--- config.mk ---
export PLATFORM = sky130hd
export DESIGN_NAME = player_move_ctrl_flat
export DESIGN_NICKNAME = d
export VERILOG_FILES = /design/src/rtl/maze_pkg.sv /design/src/rtl/player_move_ctrl_if.sv /design/src/rtl/player_move_ctrl.sv /design/src/flat_wrapper.sv
export SDC_FILE = /design/constraint.sdc
export NUM_CORES = 1
export LEC_CHECK = 0
export ABC_CLOCK_PERIOD_IN_PS = 3700
export CAP_MARGIN = 20
export CORE_UTILIZATION = 51
export CTS_CLUSTER_DIAMETER = 60
export DETAILED_ROUTE_END_ITERATION = 10
export GPL_TIMING_DRIVEN = 0
export PLACE_DENSITY = 0.79
export SLEW_MARGIN = 15
export SYNTH_ARGS = -nofsm -noshare
export SYNTH_HDL_FRONTEND = slang
export SYNTH_SLANG_ARGS = --single-unit
--- constraint.sdc ---
create_clock -name clk -period 3.7 [get_ports clk]
set_input_delay 1.11 -clock clk [delete_from_list [all_inputs] [get_ports clk]]
set_output_delay 1.11 -clock clk [all_outputs]
set_load 0.1 [all_outputs]
--- src/rtl/maze_pkg.sv ---
// Shared maze constants, wall bit layout, move direction and controller state types.
package maze_pkg;

    localparam int unsigned MAZE_ROWS = 15;
    localparam int unsigned MAZE_COLS = 15;

    localparam int unsigned WALL_N = 3;
    localparam int unsigned WALL_E = 2;
    localparam int unsigned WALL_S = 1;
    localparam int unsigned WALL_W = 0;

    typedef enum logic [1:0] {
        DirN,
        DirE,
        DirS,
        DirW
    } dir_e;

    typedef enum logic [2:0] {
        StIdle,
        StReq,
        StRead,
        StCheck,
        StCool,
        StWon
    } state_e;

    function automatic logic wall_set(input logic [3:0] walls, input dir_e dir);
        logic res;
        case (dir)
            DirN:    res = walls[WALL_N];
            DirE:    res = walls[WALL_E];
            DirS:    res = walls[WALL_S];
            default: res = walls[WALL_W];
        endcase
        return res;
    endfunction

endpackage

--- src/rtl/player_move_ctrl_if.sv ---
// Request/grant port to the shared maze wall memory.
interface player_move_ctrl_if;

    logic       mem_req;
    logic       mem_gnt;
    logic [3:0] mem_row;
    logic [3:0] mem_col;
    logic [3:0] mem_walls;

    modport master (
        output mem_req,
        output mem_row,
        output mem_col,
        input  mem_gnt,
        input  mem_walls
    );

    modport slave (
        input  mem_req,
        input  mem_row,
        input  mem_col,
        output mem_gnt,
        output mem_walls
    );

endinterface

--- src/rtl/player_move_ctrl.sv ---
// One-move-per-pulse player controller: fetches the current cell's walls, then moves or blocks.
// Define MAZE_MOVE_COUNT_EN to add the saturating move_count output.
module player_move_ctrl
    import maze_pkg::*;
#(
    parameter int unsigned START_ROW   = 0,
    parameter int unsigned START_COL   = 0,
    parameter int unsigned GOAL_ROW    = 14,
    parameter int unsigned GOAL_COL    = 14,
    parameter int unsigned COOL_CYCLES = 16
) (
    input  logic               clk,
    input  logic               rst_n,
    input  logic               btn_up,
    input  logic               btn_down,
    input  logic               btn_left,
    input  logic               btn_right,
    input  logic               restart,
    player_move_ctrl_if.master mem,
    output logic [3:0]         player_row,
    output logic [3:0]         player_col,
    output logic               moved,
    output logic               blocked,
    output logic               win,
    output logic               busy
`ifdef MAZE_MOVE_COUNT_EN
    ,
    output logic [9:0]         move_count
`endif
);

    localparam int unsigned CntW = (COOL_CYCLES > 1) ? $clog2(COOL_CYCLES) : 1;

    localparam logic [3:0] StartRow = 4'(START_ROW);
    localparam logic [3:0] StartCol = 4'(START_COL);
    localparam logic [3:0] GoalRow  = 4'(GOAL_ROW);
    localparam logic [3:0] GoalCol  = 4'(GOAL_COL);
    localparam logic [3:0] LastRow  = 4'(MAZE_ROWS - 1);
    localparam logic [3:0] LastCol  = 4'(MAZE_COLS - 1);
    localparam logic [CntW-1:0] CoolLoad = CntW'(COOL_CYCLES - 1);

    state_e          state_q, state_d;
    dir_e            dir_q, dir_d;
    logic [3:0]      walls_q, walls_d;
    logic [3:0]      row_q, row_d;
    logic [3:0]      col_q, col_d;
    logic [CntW-1:0] cnt_q, cnt_d;
    logic            moved_q, moved_d;
    logic            blocked_q, blocked_d;
    logic            win_q, win_d;

    logic [3:0]      tgt_row, tgt_col;
    logic            out_of_bounds;
    logic            any_btn;

    assign any_btn = btn_up | btn_down | btn_left | btn_right;

    always_comb begin
        tgt_row       = row_q;
        tgt_col       = col_q;
        out_of_bounds = 1'b0;
        case (dir_q)
            DirN: begin
                out_of_bounds = (row_q == 4'd0);
                tgt_row       = row_q - 4'd1;
            end
            DirS: begin
                out_of_bounds = (row_q >= LastRow);
                tgt_row       = row_q + 4'd1;
            end
            DirW: begin
                out_of_bounds = (col_q == 4'd0);
                tgt_col       = col_q - 4'd1;
            end
            default: begin
                out_of_bounds = (col_q >= LastCol);
                tgt_col       = col_q + 4'd1;
            end
        endcase
    end

    always_comb begin
        state_d   = state_q;
        dir_d     = dir_q;
        walls_d   = walls_q;
        row_d     = row_q;
        col_d     = col_q;
        cnt_d     = cnt_q;
        moved_d   = 1'b0;
        blocked_d = 1'b0;
        win_d     = 1'b0;

        unique case (state_q)
            StIdle: begin
                if (any_btn) begin
                    if (btn_up)        dir_d = DirN;
                    else if (btn_down) dir_d = DirS;
                    else if (btn_left) dir_d = DirW;
                    else               dir_d = DirE;
                    state_d = StReq;
                end
            end
            StReq: begin
                if (mem.mem_gnt) state_d = StRead;
            end
            StRead: begin
                walls_d = mem.mem_walls;
                state_d = StCheck;
            end
            StCheck: begin
                if (out_of_bounds || wall_set(walls_q, dir_q)) begin
                    blocked_d = 1'b1;
                end else begin
                    moved_d = 1'b1;
                    row_d   = tgt_row;
                    col_d   = tgt_col;
                end
                if (row_d == GoalRow && col_d == GoalCol) begin
                    win_d   = 1'b1;
                    state_d = StWon;
                end else begin
                    cnt_d   = CoolLoad;
                    state_d = StCool;
                end
            end
            StCool: begin
                if (cnt_q == '0) state_d = StIdle;
                else             cnt_d   = cnt_q - 1'b1;
            end
            StWon: ;
            default: state_d = StIdle;
        endcase

        // Restart wins over any grant or button seen in the same cycle.
        if (restart) begin
            state_d   = StIdle;
            dir_d     = DirN;
            row_d     = StartRow;
            col_d     = StartCol;
            cnt_d     = '0;
            moved_d   = 1'b0;
            blocked_d = 1'b0;
            win_d     = 1'b0;
        end
    end

    always_ff @(posedge clk or negedge rst_n) begin
        if (!rst_n) begin
            state_q   <= StIdle;
            dir_q     <= DirN;
            walls_q   <= '0;
            row_q     <= StartRow;
            col_q     <= StartCol;
            cnt_q     <= '0;
            moved_q   <= 1'b0;
            blocked_q <= 1'b0;
            win_q     <= 1'b0;
        end else begin
            state_q   <= state_d;
            dir_q     <= dir_d;
            walls_q   <= walls_d;
            row_q     <= row_d;
            col_q     <= col_d;
            cnt_q     <= cnt_d;
            moved_q   <= moved_d;
            blocked_q <= blocked_d;
            win_q     <= win_d;
        end
    end

    // mem_req decodes straight from state so an async reset drops it at once.
    assign mem.mem_req = (state_q == StReq);
    assign mem.mem_row = row_q;
    assign mem.mem_col = col_q;

    assign player_row = row_q;
    assign player_col = col_q;
    assign moved      = moved_q;
    assign blocked    = blocked_q;
    assign win        = win_q;
    assign busy       = (state_q != StIdle);

`ifdef MAZE_MOVE_COUNT_EN
    logic [9:0] move_cnt_q;

    always_ff @(posedge clk or negedge rst_n) begin
        if (!rst_n) begin
            move_cnt_q <= '0;
        end else if (restart) begin
            move_cnt_q <= '0;
        end else if (moved_d && move_cnt_q != 10'h3FF) begin
            move_cnt_q <= move_cnt_q + 10'd1;
        end
    end

    assign move_count = move_cnt_q;
`endif

endmodule

--- src/flat_wrapper.sv ---
// flat-port wrapper written by rule: the top's interface ports become plain ports
module player_move_ctrl_flat import maze_pkg::*;
#(
    parameter int unsigned START_ROW   = 0,
    parameter int unsigned START_COL   = 0,
    parameter int unsigned GOAL_ROW    = 14,
    parameter int unsigned GOAL_COL    = 14,
    parameter int unsigned COOL_CYCLES = 16
)
  (clk, rst_n, btn_up, btn_down, btn_left, btn_right, restart, player_row, player_col, moved, blocked, win, busy, mem_mem_req, mem_mem_row, mem_mem_col, mem_mem_gnt, mem_mem_walls);
  player_move_ctrl_if mem_i ();
  input  logic clk;
  input  logic rst_n;
  input  logic btn_up;
  input  logic btn_down;
  input  logic btn_left;
  input  logic btn_right;
  input  logic restart;
  output logic [3:0] player_row;
  output logic [3:0] player_col;
  output logic moved;
  output logic blocked;
  output logic win;
  output logic busy;
  output wire logic [$bits(mem_i.mem_req)-1:0] mem_mem_req;
  output wire logic [$bits(mem_i.mem_row)-1:0] mem_mem_row;
  output wire logic [$bits(mem_i.mem_col)-1:0] mem_mem_col;
  input wire logic [$bits(mem_i.mem_gnt)-1:0] mem_mem_gnt;
  input wire logic [$bits(mem_i.mem_walls)-1:0] mem_mem_walls;
  assign mem_mem_req = mem_i.mem_req;
  assign mem_mem_row = mem_i.mem_row;
  assign mem_mem_col = mem_i.mem_col;
  assign mem_i.mem_gnt = mem_mem_gnt;
  assign mem_i.mem_walls = mem_mem_walls;
  player_move_ctrl #(.START_ROW(START_ROW), .START_COL(START_COL), .GOAL_ROW(GOAL_ROW), .GOAL_COL(GOAL_COL), .COOL_CYCLES(COOL_CYCLES)) u_core (.clk(clk), .rst_n(rst_n), .btn_up(btn_up), .btn_down(btn_down), .btn_left(btn_left), .btn_right(btn_right), .restart(restart), .mem(mem_i), .player_row(player_row), .player_col(player_col), .moved(moved), .blocked(blocked), .win(win), .busy(busy));
endmodule
==> results.cfg, run 1 <==
[outcome]
outcome = complete, no violations

[clock_tree]
cts_root_buffer = clkbuf_4
worstSkewPairLatency_ps = 340
htreeDepth = 1
cts_hold_buf = 0
numCtsBuffers = 3
clkTransAtPathRegs_ps = 150
cts_buffer_depth = 2
cts_tree = done
clock_sinks = 24
ctsResizeCount = 0
post_cts_buffers = 0

[layout]
n_antenna_cell = 0
final_nets = 234
fill_cells = 249
layout-drive-gt1-share_pct = 13.9
syn_to_final_growth_pct = 26.3

[setup_path]
crit_family = buffers and inverters
crit_required_ps = 2590
cp_max_fo = 7
crit_buf_inv = 3
cp-end-kind = output port
cp-start-kind = flip-flop
critical-path-slowest-cell = clkdlybuf4s50_1
arrival_ps = 2330
crit_chain = clkbuf_1, inv_1, nor3_2, clkdlybuf4s50_1
reg2reg_slack_ps = 560
slowest_delay_ps = 1140
path_class = flip-flop to output port

[placement]
post-dp-hpwl_mm = 2.79
io_buffers = 32
gp_congestion = 0.781
place_ws_ps = 635

[pwr]
cellLeakagePower_nw = 0.841
clock_power_share_pct = 29.1
pwr-share-seq_pct = 44.8
finalPower_uw = 678
internal_power_uw = 466
power_density_nw_per_um2 = 330
vdd_drop_max_v = 0.000284
p_sw_share_pct = 31.2
power_frac_comb_pct = 26.0
p_sw_uw = 212

[timing]
fin_ws_ps = 256
timing.final.crit_share_pct = 93.1
fin_crit_ps = 3440
finClkSkew_ps = 14.6
tightest_slew_ps = 977
setup_violations = 0
hold_viol = 0
fmax_mhz = 290
max-slew-margin-rel_pct = 34.7
finalMaxSlewViolations = 0
holdWs_ps = 517
fin_tns_setup_ps = 0
rsz0062_at_grt = false

[floorplanning]
core_sq_um = 3030
start_util_pct = 53.7
dieArea_sq_um = 3420
fp-row-count = 20
die_w_um = 58.5
die_h_um = 58.5
io_pins = 33

[route]
first_pass_iters = 4
wl_met3_um = 165
drc = 0
highest_layer = met4
wl_per_cell_um = 14.2
ant_nets = 0
detail_route.vias_per_cell = 5.66
drt_first_iter_violations = 112
wl_mm = 3.70
dr_wl_met2_mm = 1.98
met1_length_mm = 1.50
vias = 1471

[logic_synthesis]
synth.area.top_cells = dfrtp_1 37%, nor2_1 3.9%, xnor2_1 3.8%
seq_area_frac_synth_pct = 36.9
yosysUniqueCellTypes = 48
synth_edf_count = 0
synth-seq-cells = 24
synth_top_area_share_pct = 36.9
synth_fp_nets = 197
yosys_most_used_dff = dfrtp_1
yosys.area.top_type = dfrtp_1
synth_most_common_cell = dfrtp_1
syn_area_sq_um = 1630
netlist_instances = 180
async_flop_share_pct = 100
avgSynthCellArea_sq_um = 9.04
synth_common_cells = 24 x dfrtp_1, 17 x nor2_1, 14 x inv_1
yosysWarnings = 0

[global_routing]
grt_max_degree = 25
grt_pass1_wl_mm = 6.27
grt-ovfl-total = 0
grt_pass1_vias = 1413
antenna_found_initial = 0
grt_use_total_pct = 23.9

[min_path]
hold_class = flip-flop to flip-flop

[flow_run]
drv_cap = 0
## power by group through the flow
| stage | clock, mW | combinational (mW) | sequential [mW] |
|---|---|---|---|
| 6_report | 0.197 | 0.176 | 0.304 |
| 5_1_grt | 0.209 | 0.193 | 0.307 |
| 4_1_cts | 0.199 | 0.175 | 0.304 |
| 3_5_place_dp | 0 | 0.174 | 0.309 |
| 3_3_place_gp | 0 | 0.167 | 0.309 |
| 2_1_floorplan | 0 | 0.124 | 0.309 |
## routing by layer
metal / up-vias / global-route usage [%]
li1: 703 / -
met1: 716 / 28.1
met2: 43 / 42.7
met3: 9 / 5.49
met4: 0 / 8.50
met5: - / 0
## stage by stage
step | instance area (sq um) | util (%) | instances
2_1_floorplan | 1630 | - | 180
3_5_place_dp | 2010 | 66.3 | 256
4_1_cts | 2060 | 68.0 | 260
3_3_place_gp | 2010 | 66.3 | 256
5_1_grt | 2050 | 67.9 | 260
6_report | 2050 | 67.9 | 260
## path summary, 6_finish.rpt
| check | from | endpoint | cells after the start |
|---|---|---|---|
| max | u_core.state_q[0]$_DFFE_PN0P_ | mem_mem_req | 4 |
| min | u_core.cnt_q[3]$_DFFE_PN0P_ | u_core.cnt_q[3]$_DFFE_PN0P_ | 1 |
| max reg2reg | u_core.dir_q[0]$_DFFE_PN0P_ | u_core.cnt_q[2]$_DFFE_PN0P_ | 10 |
| min reg2reg | u_core.cnt_q[3]$_DFFE_PN0P_ | u_core.cnt_q[3]$_DFFE_PN0P_ | 1 |
| max in group asynchronous | rst_n | u_core.cnt_q[3]$_DFFE_PN0P_ | 1 |
| min in group asynchronous | rst_n | u_core.walls_q[1]$_DFFE_PN0N_ | 1 |
## cells in the final DEF (no fill, tap or decap), types with 2 or more instances in the layout
cell type / count
nand3_1: 4
nand2b_1: 3
nand4_1: 2
mux2_2: 5
nor2_1: 17
dfrtp_1: 24
clkbuf_4: 3
buf_4: 8
mux2i_1: 4
nor3b_1: 2
buf_2: 2
o21ai_0: 9
a32o_1: 2
nor3_1: 8
nand2_1: 11
xor2_1: 4
a311oi_1: 2
inv_1: 14
a21oi_1: 9
ha_1: 4
a21o_1: 2
or4_1: 2
clkdlybuf4s50_1: 31
xnor2_1: 7
a31oi_1: 4
a211oi_1: 2
o31ai_1: 2
clkbuf_1: 4
o21ai_1: 2
## kinds of logic after synthesis
kind of cell,share of synthesized area [%]
and+or+nand+nor,19.4
AOI/OAI and AO/OA,18.5
buffers and inverters,9.08
DFF,36.9
xor gates and xnor gates,5.92
muxes,5.92
adders and majority gates,4.31
## registers in the layout, summed over array words and instances, names as in the netlist
signal and count:
u_core.mem.mem_col 4, u_core.mem.mem_row 4, u_core.walls_q 4, u_core.state_q 3, u_core.cnt_q 4, u_core.dir_q 2
u_core.win 1, u_core.moved 1, u_core.blocked 1
## cell type report
type	instances	area (sq um)	share of cell area, %
Tap cell	44	55.1	2.68
Multi-Input combinational cell	127	883	43.0
Timing Repair Buffer	32	315	15.3
Buffer	15	95.1	4.63
Clock buffer	3	22.5	1.10
Sequential cell	24	601	29.2
Inverter	14	52.6	2.56
Clock inverter	1	30.0	1.46
(Power assumes the default switching activity.)
==> run 2, diff against run 1 <==
--- a/config.mk
+++ b/config.mk
@@ -8,7 +8,7 @@
 export ABC_CLOCK_PERIOD_IN_PS = 3700
 export CAP_MARGIN = 20
 export CORE_UTILIZATION = 51
-export CTS_CLUSTER_DIAMETER = 60
+export CTS_CLUSTER_DIAMETER = 50
 export DETAILED_ROUTE_END_ITERATION = 10
 export GPL_TIMING_DRIVEN = 0
 export PLACE_DENSITY = 0.79
==> results of run 2 <==
No change in the layout: final DEF, timing and power equal those of run 1.
==> run 3, diff against run 2 <==
==> constraint.sdc (replaced) <==
create_clock -name clk -period 3.7 [get_ports clk]
set_input_delay 1.11 -clock clk [delete_from_list [all_inputs] [get_ports clk]]
set_output_delay 1.11 -clock clk [all_outputs]
set_load 0.02 [all_outputs]
==> run 3 against run 2 <==
The run now ends with design-rule violations left. Clock-buffer cell count stayed put. Design area is 1.7% lower. Die area unchanged. Sequential share of layout area is 0.51 points higher. Hold slack got worse by 4.8 ps. Combinational power fell by 15%. Non-clock buffer count unchanged. Setup slack improved by 380 ps. Cell count is 0.38% lower. Sequential power hardly changed. Critical endpoint is now u_core.cnt_q[2]$_DFFE_PN0P_.
==> results.cfg, run 3 (same netlist as run 1, synthesis figures left out) <==
[outcome]
outcome = finished, violations left
violations = design-rule violations

[floorplanning]
dieArea_sq_um = 3420
io_pins = 33
core_sq_um = 3030
die_h_um = 58.5
die_w_um = 58.5
fp-row-count = 20
start_util_pct = 53.7

[timing]
fin_crit_ps = 3070
timing.final.crit_share_pct = 82.9
holdWs_ps = 512
rsz0062_at_grt = false
max-slew-margin-rel_pct = 44.3
finalMaxSlewViolations = 0
fin_tns_setup_ps = 0
finClkSkew_ps = 6.14
hold_viol = 0
fmax_mhz = 326
tightest_slew_ps = 829
setup_violations = 0

[pwr]
power_density_nw_per_um2 = 284
cellLeakagePower_nw = 0.826
vdd_drop_max_v = 0.000153

[setup_path]
critical-path-slowest-cell = or4_1
crit_family = simple AND/OR/NAND/NOR gates
cpMostUsedCell = inv_1
cp-start-kind = flip-flop
crit_chain = clkbuf_1, inv_1, nand2_1, inv_1, fa_1, xor2_1, or4_1, o22ai_1, nand4_4, a31oi_1, a311oi_1
cp-end-kind = flip-flop
crit_buf_inv = 3
reg2reg_from = u_core.dir_q[0]$_DFFE_PN0P_
crit_required_ps = 3880
critical_path_depth = 11
startpoint = u_core.dir_q[0]$_DFFE_PN0P_
arrival_ps = 3250
reg2reg_slack_ps = 630
path_class = flip-flop to flip-flop
cp_max_fo = 8
r2r_cells = 11
timing.critical_path.to = u_core.cnt_q[2]$_DFFE_PN0P_
slowest_delay_ps = 430
rr_endpoint = u_core.cnt_q[2]$_DFFE_PN0P_

[layout]
fill_cells = 232
final_cell_mix = 31 x clkdlybuf4s50_1, 24 x dfrtp_1, 17 x nor2_1, 14 x inv_1, 11 x nand2_1
layout-drive-gt1-share_pct = 13.0
n_antenna_cell = 0
syn_to_final_growth_pct = 24.2
final_nets = 234
layout_commonest_cell = clkdlybuf4s50_1

[clock_tree]
htreeDepth = 1
cts_root_buffer = clkbuf_4
cts_tree = done
clock_sinks = 24
worstSkewPairLatency_ps = 320
cts_hold_buf = 0
ctsResizeCount = 0
numCtsBuffers = 3
post_cts_buffers = 0
clkTransAtPathRegs_ps = 130
cts_buffer_depth = 2

[route]
wl_mm = 3.56
ant_nets = 0
drc = 1
detail_route.vias_per_cell = 5.59
first_pass_iters = 7
drt_first_iter_violations = 82
wl_per_cell_um = 13.7
vias = 1447

[min_path]
hold_class = flip-flop to flip-flop

[global_routing]
grt_pass1_wl_mm = 6.05
grt_max_degree = 25
grt-ovfl-total = 0
grt_pass1_vias = 1380
antenna_found_initial = 0
grt_use_total_pct = 22.7

[placement]
gp_congestion = 0.782
io_buffers = 32
post-dp-hpwl_mm = 2.70

[flow_run]
drv_cap = 0
## run 3: changes by cell type in the layout (fill, tap and decap cells not counted)
cell	previous run	this run
bufinv_16	1	0
nor3_1	8	9
nor3_2	1	0
## run 3: routing by layer
metal	vias to the layer above	GRT usage, %	routed length (um)
li1	702	-	-
met1	702	28.0	1560
met2	39	40.1	1810
met3	4	3.52	156
met4	0	8.50	42
met5	-	0	0
## run 3: area by class of cell
type                            instances  area [sq um]  share of cell area [%]
Buffer                                 15          95.1                    4.71
Multi-Input combinational cell        127           878                    43.5
Timing Repair Buffer                   32           315                    15.6
Tap cell                               44          55.1                    2.73
Inverter                               14          52.6                    2.60
Clock buffer                            3          22.5                    1.12
Sequential cell                        24           601                    29.7
## run 3: through the flow
stage	util (%)	power, mW	instance area, sq um	cells	setup WS (ps)
after floorplan	-	0.409	1630	180	1100
after global placement	66.1	0.452	2000	256	850
after detailed placement	66.1	0.459	2000	256	676
after CTS	66.9	0.576	2020	259	653
after global routing	66.7	0.604	2020	259	430
final	66.7	0.573	2020	259	634
## run 3: worst min path at each step
stage | end | depth (start not counted) | from | slack (ps)
floorplan | u_core.cnt_q[3]$_DFFE_PN0P_ | 1 | u_core.cnt_q[3]$_DFFE_PN0P_ | 460
global placement | u_core.cnt_q[3]$_DFFE_PN0P_ | 1 | u_core.cnt_q[3]$_DFFE_PN0P_ | 480
detailed placement | u_core.cnt_q[3]$_DFFE_PN0P_ | 1 | u_core.cnt_q[3]$_DFFE_PN0P_ | 490
CTS | u_core.cnt_q[3]$_DFFE_PN0P_ | 1 | u_core.cnt_q[3]$_DFFE_PN0P_ | 510
global route | u_core.cnt_q[3]$_DFFE_PN0P_ | 1 | u_core.cnt_q[3]$_DFFE_PN0P_ | 530
finish | u_core.cnt_q[3]$_DFFE_PN0P_ | 1 | u_core.cnt_q[3]$_DFFE_PN0P_ | 510
## run 3: report_power, final
| part | internal, mW | switching [mW] | leakage, nW |
|---|---|---|---|
| clock network | 0.0382 | 0.0800 | 0.0138 |
| logic | 0.0687 | 0.0816 | 0.493 |
| registers | 0.287 | 0.0171 | 0.319 |
